[src/rtl/bus_hold_arbiter_if.sv]
// Bus-hold arbitration bundle: level requests and processor hold handshake in,
// one-hot grant, hold request and ownership code out.
interface bus_hold_arbiter_if #(
  parameter int N_REQ = 4
);
  localparam int IW = $clog2(N_REQ);

  logic [N_REQ-1:0] req;
  logic             hlda;
  logic             hrq;
  logic [N_REQ-1:0] gnt;
  logic [1:0]       aen;
  logic [IW-1:0]    owner_id;
  logic             busy;

  // slave = arbiter side, master = requesters plus processor side
  modport slave (
    input  req, hlda,
    output hrq, gnt, aen, owner_id, busy
  );

  modport master (
    output req, hlda,
    input  hrq, gnt, aen, owner_id, busy
  );
endinterface

[src/rtl/bus_hold_arbiter.sv]
// Round-robin bus arbiter with HRQ/HLDA hold handshake and bounded tenure; all outputs registered.
// Request-to-grant is 3 edges minimum; hlda low aborts any tenure and returns the bus to the processor.
module bus_hold_arbiter #(
  parameter int N_REQ      = 4,
  parameter int MAX_TENURE = 16
) (
  input  logic                clk,
  input  logic                reset_n,
  bus_hold_arbiter_if.slave   bus
);

  localparam int IW = $clog2(N_REQ);
  localparam int TW = $clog2(MAX_TENURE + 1);

  localparam logic [IW:0]   NQ       = (IW + 1)'(N_REQ);
  localparam logic [IW-1:0] LAST_IDX = IW'(N_REQ - 1);
  localparam logic [TW-1:0] TEN_LAST = TW'(MAX_TENURE - 1);
  localparam logic [TW-1:0] TEN_SAT  = '1;

  localparam logic [1:0] AEN_CPU  = 2'b00;
  localparam logic [1:0] AEN_IDLE = 2'b01;
  localparam logic [1:0] AEN_MST  = 2'b10;

  typedef enum logic [2:0] {
    CPU_OWN  = 3'd0,
    HOLD_REQ = 3'd1,
    TURN     = 3'd2,
    GRANT    = 3'd3,
    RELEASE  = 3'd4
  } state_t;

  state_t           state;
  logic [IW-1:0]    ptr;
  logic [TW-1:0]    tenure;

  logic             win_vld;
  logic [IW-1:0]    win_idx;
  logic [N_REQ-1:0] win_onehot;
  logic [IW:0]      best_dist;
  logic [IW:0]      cand_dist;
  logic [IW-1:0]    cand;
  logic [IW-1:0]    owner_nxt;
  logic             tenure_end;

  // Winner = requester with the smallest distance above the pointer, modulo N_REQ.
  always_comb begin
    win_vld    = 1'b0;
    win_idx    = '0;
    best_dist  = '0;
    cand       = '0;
    cand_dist  = '0;
    win_onehot = '0;
    for (int j = 0; j < N_REQ; j++) begin
      cand      = IW'(j);
      cand_dist = {1'b0, cand} - {1'b0, ptr};
      if (cand < ptr) begin
        cand_dist = cand_dist + NQ;
      end
      if (bus.req[j] && (!win_vld || (cand_dist < best_dist))) begin
        win_vld   = 1'b1;
        win_idx   = cand;
        best_dist = cand_dist;
      end
    end
    win_onehot[win_idx] = 1'b1;
  end

  assign owner_nxt  = (bus.owner_id == LAST_IDX) ? '0 : bus.owner_id + IW'(1);
  assign tenure_end = !bus.req[bus.owner_id] || (tenure == TEN_LAST);

  always_ff @(posedge clk or negedge reset_n) begin
    if (!reset_n) begin
      state        <= CPU_OWN;
      bus.hrq      <= 1'b0;
      bus.gnt      <= '0;
      bus.aen      <= AEN_CPU;
      bus.owner_id <= '0;
      bus.busy     <= 1'b0;
      ptr          <= '0;
      tenure       <= '0;
    end else begin
      case (state)
        CPU_OWN: begin
          if (|bus.req) begin
            state    <= HOLD_REQ;
            bus.hrq  <= 1'b1;
            bus.busy <= 1'b1;
          end
        end
        HOLD_REQ: begin
          if (bus.hlda) begin
            state   <= TURN;
            bus.aen <= AEN_IDLE;
          end else if (!(|bus.req)) begin
            state    <= CPU_OWN;
            bus.hrq  <= 1'b0;
            bus.busy <= 1'b0;
          end
        end
        TURN: begin
          if (!bus.hlda || !win_vld) begin
            state   <= RELEASE;
            bus.hrq <= 1'b0;
          end else begin
            state        <= GRANT;
            bus.gnt      <= win_onehot;
            bus.aen      <= AEN_MST;
            bus.owner_id <= win_idx;
            tenure       <= '0;
          end
        end
        GRANT: begin
          // An expired or aborted owner drops to lowest priority.
          if (!bus.hlda || tenure_end) begin
            bus.gnt <= '0;
            bus.aen <= AEN_IDLE;
            ptr     <= owner_nxt;
            if (!bus.hlda) begin
              state   <= RELEASE;
              bus.hrq <= 1'b0;
            end else begin
              state <= TURN;
            end
          end else if (tenure != TEN_SAT) begin
            tenure <= tenure + TW'(1);
          end
        end
        RELEASE: begin
          if (!bus.hlda) begin
            state    <= CPU_OWN;
            bus.aen  <= AEN_CPU;
            bus.busy <= 1'b0;
          end
        end
        default: begin
          state <= CPU_OWN;
        end
      endcase
    end
  end

endmodule

[src/flat_wrapper.sv]
// flat-port wrapper written by rule: the top's interface ports become plain ports
module bus_hold_arbiter_flat 
#(
  parameter int N_REQ      = 4,
  parameter int MAX_TENURE = 16
)
  (clk, reset_n, bus_req, bus_hlda, bus_hrq, bus_gnt, bus_aen, bus_owner_id, bus_busy);
  bus_hold_arbiter_if #(.N_REQ(N_REQ)) bus_i ();
  input  logic clk;
  input  logic reset_n;
  input wire logic [$bits(bus_i.req)-1:0] bus_req;
  input wire logic [$bits(bus_i.hlda)-1:0] bus_hlda;
  output wire logic [$bits(bus_i.hrq)-1:0] bus_hrq;
  output wire logic [$bits(bus_i.gnt)-1:0] bus_gnt;
  output wire logic [$bits(bus_i.aen)-1:0] bus_aen;
  output wire logic [$bits(bus_i.owner_id)-1:0] bus_owner_id;
  output wire logic [$bits(bus_i.busy)-1:0] bus_busy;
  assign bus_i.req = bus_req;
  assign bus_i.hlda = bus_hlda;
  assign bus_hrq = bus_i.hrq;
  assign bus_gnt = bus_i.gnt;
  assign bus_aen = bus_i.aen;
  assign bus_owner_id = bus_i.owner_id;
  assign bus_busy = bus_i.busy;
  bus_hold_arbiter #(.N_REQ(N_REQ), .MAX_TENURE(MAX_TENURE)) u_core (.clk(clk), .reset_n(reset_n), .bus(bus_i));
endmodule
[config.mk]
export PLATFORM = sky130hd
export DESIGN_NAME = bus_hold_arbiter_flat
export DESIGN_NICKNAME = d
export VERILOG_FILES = /design/src/rtl/bus_hold_arbiter_if.sv /design/src/rtl/bus_hold_arbiter.sv /design/src/flat_wrapper.sv
export SDC_FILE = /design/constraint.sdc
export NUM_CORES = 1
export LEC_CHECK = 0
export ABC_CLOCK_PERIOD_IN_PS = 6980
export BUFFER_PORTS_ARGS = -buffer_cell sky130_fd_sc_hd__buf_2
export CAP_MARGIN = 20
export CORE_AREA = 2 2 49 51
export DETAILED_ROUTE_END_ITERATION = 7
export DIE_AREA = 0 0 51 53
export PLACE_DENSITY = 0.83
export SYNTH_ARGS = -nofsm -noshare
export SYNTH_HDL_FRONTEND = slang
export SYNTH_SLANG_ARGS = --single-unit
export TNS_END_PERCENT = 1
[constraint.sdc]
create_clock -name clk -period 6.98 [get_ports clk]
set_input_delay 1.396 -clock clk [delete_from_list [all_inputs] [get_ports clk]]
set_output_delay 1.396 -clock clk [all_outputs]
set_load 0.01 [all_outputs]
==> results.sh <==
export IMPL_synth_edff_count=0
export IMPL_layout_common_cells="dfrtp_1 (20), buf_2 (16), o21ai_0 (10), a21oi_1 (10), nand2_1 (8)"
export IMPL_fmax_mhz=307
export IMPL_h_tree_depth=1
export IMPL_rows=17
export IMPL_start_kind="input pin"
export IMPL_slew_headroom=0.453
export IMPL_power_density_mw_per_mm2=358
export IMPL_clock_latency_ns=0.29
export IMPL_synth_top_family_by_area="compound AO/OA/AOI/OAI gates"
export IMPL_core_area_sq_mm=0.00215
export IMPL_drive_gt1_frac=0.189
export IMPL_worstPathMaxFanout=9
export IMPL_ys_seq_elements=20
export IMPL_synth_simple_gate_area_frac=0.193
export IMPL_tns_ns=0
export IMPL_clockBufferDepth=2
export IMPL_ff_latch_area_sq_um=500
export IMPL_drt_wl_total_um=2560
export IMPL_numCtsBuffers=3
export IMPL_power_leakage_nw=0.576
export IMPL_rsz0062_at_grt="false"
export IMPL_cts_resized=0
export IMPL_grt_max_degree=21
export IMPL_cp_required_ns=7.21
export IMPL_vdd_drop_max_mv=0.188
export IMPL_syn_to_final_growth_pct=5.85
export IMPL_tightest_slew_ns=0.817
export IMPL_clockRootBuffer="clkbuf_4"
export IMPL_synth_fp_nets=146
export IMPL_yosysWarningCount=0
export IMPL_die_h_um=53
export IMPL_multiInputGateArea_sq_um=679
export IMPL_fp_dieArea_sq_mm=0.00270
export IMPL_final_common_cell="dfrtp_1"
export IMPL_clkSinkCount=20
export IMPL_grt_pass1_wl_um=4650
export IMPL_drtAntennaViolNets=0
export IMPL_port_buffers=16
export IMPL_nNetsFinal=157
export IMPL_drtIter0Drc=38
export IMPL_die_x_um=51
export IMPL_slew_violations=0
export IMPL_synth_compound_area_frac=0.252
export IMPL_drc=0
export IMPL_syn_area_sq_mm=0.00126
export IMPL_synth_cell_types=46
export IMPL_vias_per_cell=6.33
export IMPL_synth_seq_area_share=0.396
export IMPL_fin_crit_ns=3.26
export IMPL_final_util=0.622
export IMPL_hold_class="flop to flop"
export IMPL_hold_viol=0
export IMPL_path_clk_slew_ns=0.11
export IMPL_fin_crit_sh=0.467
export IMPL_initial_core_util=0.588
export IMPL_boundaryPins=17
export IMPL_fill_cells=184
export IMPL_avgSynthCellArea_sq_um=9.42
export IMPL_finalSetupViolCount=0
export IMPL_antenna_cells=0
export IMPL_syn_instance_count=134
export IMPL_grt_pass1_vias=1061
export IMPL_yosys_most_used_dff="dfrtp_1"
export IMPL_path_class="input pin to flop"
export IMPL_synthArstFlopShare=1.00
export IMPL_via_count=1082
export IMPL_drv_cap=0
export IMPL_cts_setup_buffers=0
export IMPL_outcome="finished, final reports clean"
export IMPL_antenna_found_initial=0
export IMPL_synth_xor_area_frac=0
export IMPL_wl_per_cell_um=15.0
export IMPL_dp_hpwl_um=1910
export IMPL_hold_buffers=0
export IMPL_cp_arrival_ns=3.49
export IMPL_gp_congestion=0.830
export IMPL_synth_mux_area_fraction=0.0436
export IMPL_cts_tree="yes"
export IMPL_endpoint_kind="flop"
export IMPL_finClkSkew_ns=0.00604
export IMPL_synthAdderAreaFrac=0.0496
export IMPL_gr_usage_all_layers=0.229
export IMPL_dr_pass1_iters=4
export IMPL_overflow=0
synthesized netlist by cell type (2+ instances only):
master	instances	area (sq um)
dfrtp_1	20	500
a21oi_1	10	50.1
o21ai_0	10	50.1
nand2_1	8	30.0
ha_1	5	62.6
inv_1	5	18.8
nor2_1	5	18.8
nor3_1	5	25.0
mux2_2	4	45.0
nand3_1	4	20.0
a22o_1	3	26.3
buf_2	3	15.0
buf_6	3	33.8
clkbuf_1	3	11.3
nand3b_1	3	22.5
nor3b_1	3	22.5
o211ai_1	3	22.5
a2bb2oi_1	2	17.5
a32o_1	2	20.0
and3_1	2	12.5
nand2b_1	2	12.5
nor2b_1	2	12.5
o21ai_1	2	10.0
o22ai_1	2	12.5
o31ai_1	2	15.0
logic make-up after synthesis:
kind of cell	count (synthesis)
buffers and inverters	15
muxes	5
adders and majority gates	5
DFF	20
and+or+nand+nor	42
AOI/OAI and AO/OA	47
worst max-delay path, stage by stage:
cell and delay [ns]:
buf_2 0.15, nor3b_1 0.23, o21ai_0 0.10, o31ai_1 0.07, o21ai_0 0.11, ha_1 0.30, nor2b_1 0.13, a311oi_1 0.08
a2111oi_1 0.66, a32o_1 0.26
per-layer routing:
metal  wire length (um)  GRT usage
met5                  0          0
met1               1200      0.299
met4                 17     0.0721
met2               1260      0.383
met3                 83     0.0424
where the power goes:
group	total (W)	internal (W)	leakage, nW	switching, W
Clock	0.0000527	0.0000200	0.0138	0.0000327
Sequential	0.000219	0.000160	0.251	0.0000587
Combinational	0.000206	0.0000994	0.312	0.000107
worst paths after layout:
path / from / to / slack (ns) / cells past startpoint
min in group asynchronous: reset_n / u_core.tenure[2]$_DFFE_PN0P_ / 1.03 / 1
max in group asynchronous: reset_n / u_core.tenure[0]$_DFFE_PN0P_ / 5.64 / 1
max: bus_req[1] / u_core.bus.gnt[0]$_DFFE_PN0P_ / 3.72 / 10
min: u_core.bus.busy$_DFFE_PN0P_ / u_core.bus.busy$_DFFE_PN0P_ / 0.51 / 1
min reg2reg: u_core.bus.busy$_DFFE_PN0P_ / u_core.bus.busy$_DFFE_PN0P_ / 0.51 / 1
max reg2reg: u_core.tenure[0]$_DFFE_PN0P_ / u_core.ptr[1]$_DFFE_PN0P_ / 4.46 / 7
sequential cells by signal (all words and copies together) (netlist names):
signal and cells:
u_core.tenure 5, u_core.bus.busy 1, u_core.ptr 2, u_core.bus.hrq 1
u_core.bus.gnt 4, u_core.state 3, u_core.bus.aen 2, u_core.bus.owner_id 2
cell type report:
cell class,instances,area share
Clock buffer,3,0.0169
Sequential cell,20,0.375
Multi-Input combinational cell,99,0.508
Inverter,5,0.0140
Timing Repair Buffer,16,0.0599
Tap cell,28,0.0262
through the flow:
| stage | setup slack [ns] | instances | hold slack, ns | instance area, sq um | total power, W |
|---|---|---|---|---|---|
| after global placement | 3.62 | 168 | 0.486 | 1310 | 0.000413 |
| final | 3.72 | 171 | 0.515 | 1340 | 0.000478 |
| after detailed placement | 3.47 | 168 | 0.500 | 1310 | 0.000426 |
| after global routing | 3.53 | 171 | 0.559 | 1340 | 0.000525 |
| after CTS | 3.76 | 171 | 0.526 | 1340 | 0.000479 |
| after floorplan | 3.72 | 134 | 0.478 | 1260 | 0.000364 |
Note: power is estimated with default switching activity, not from simulation.
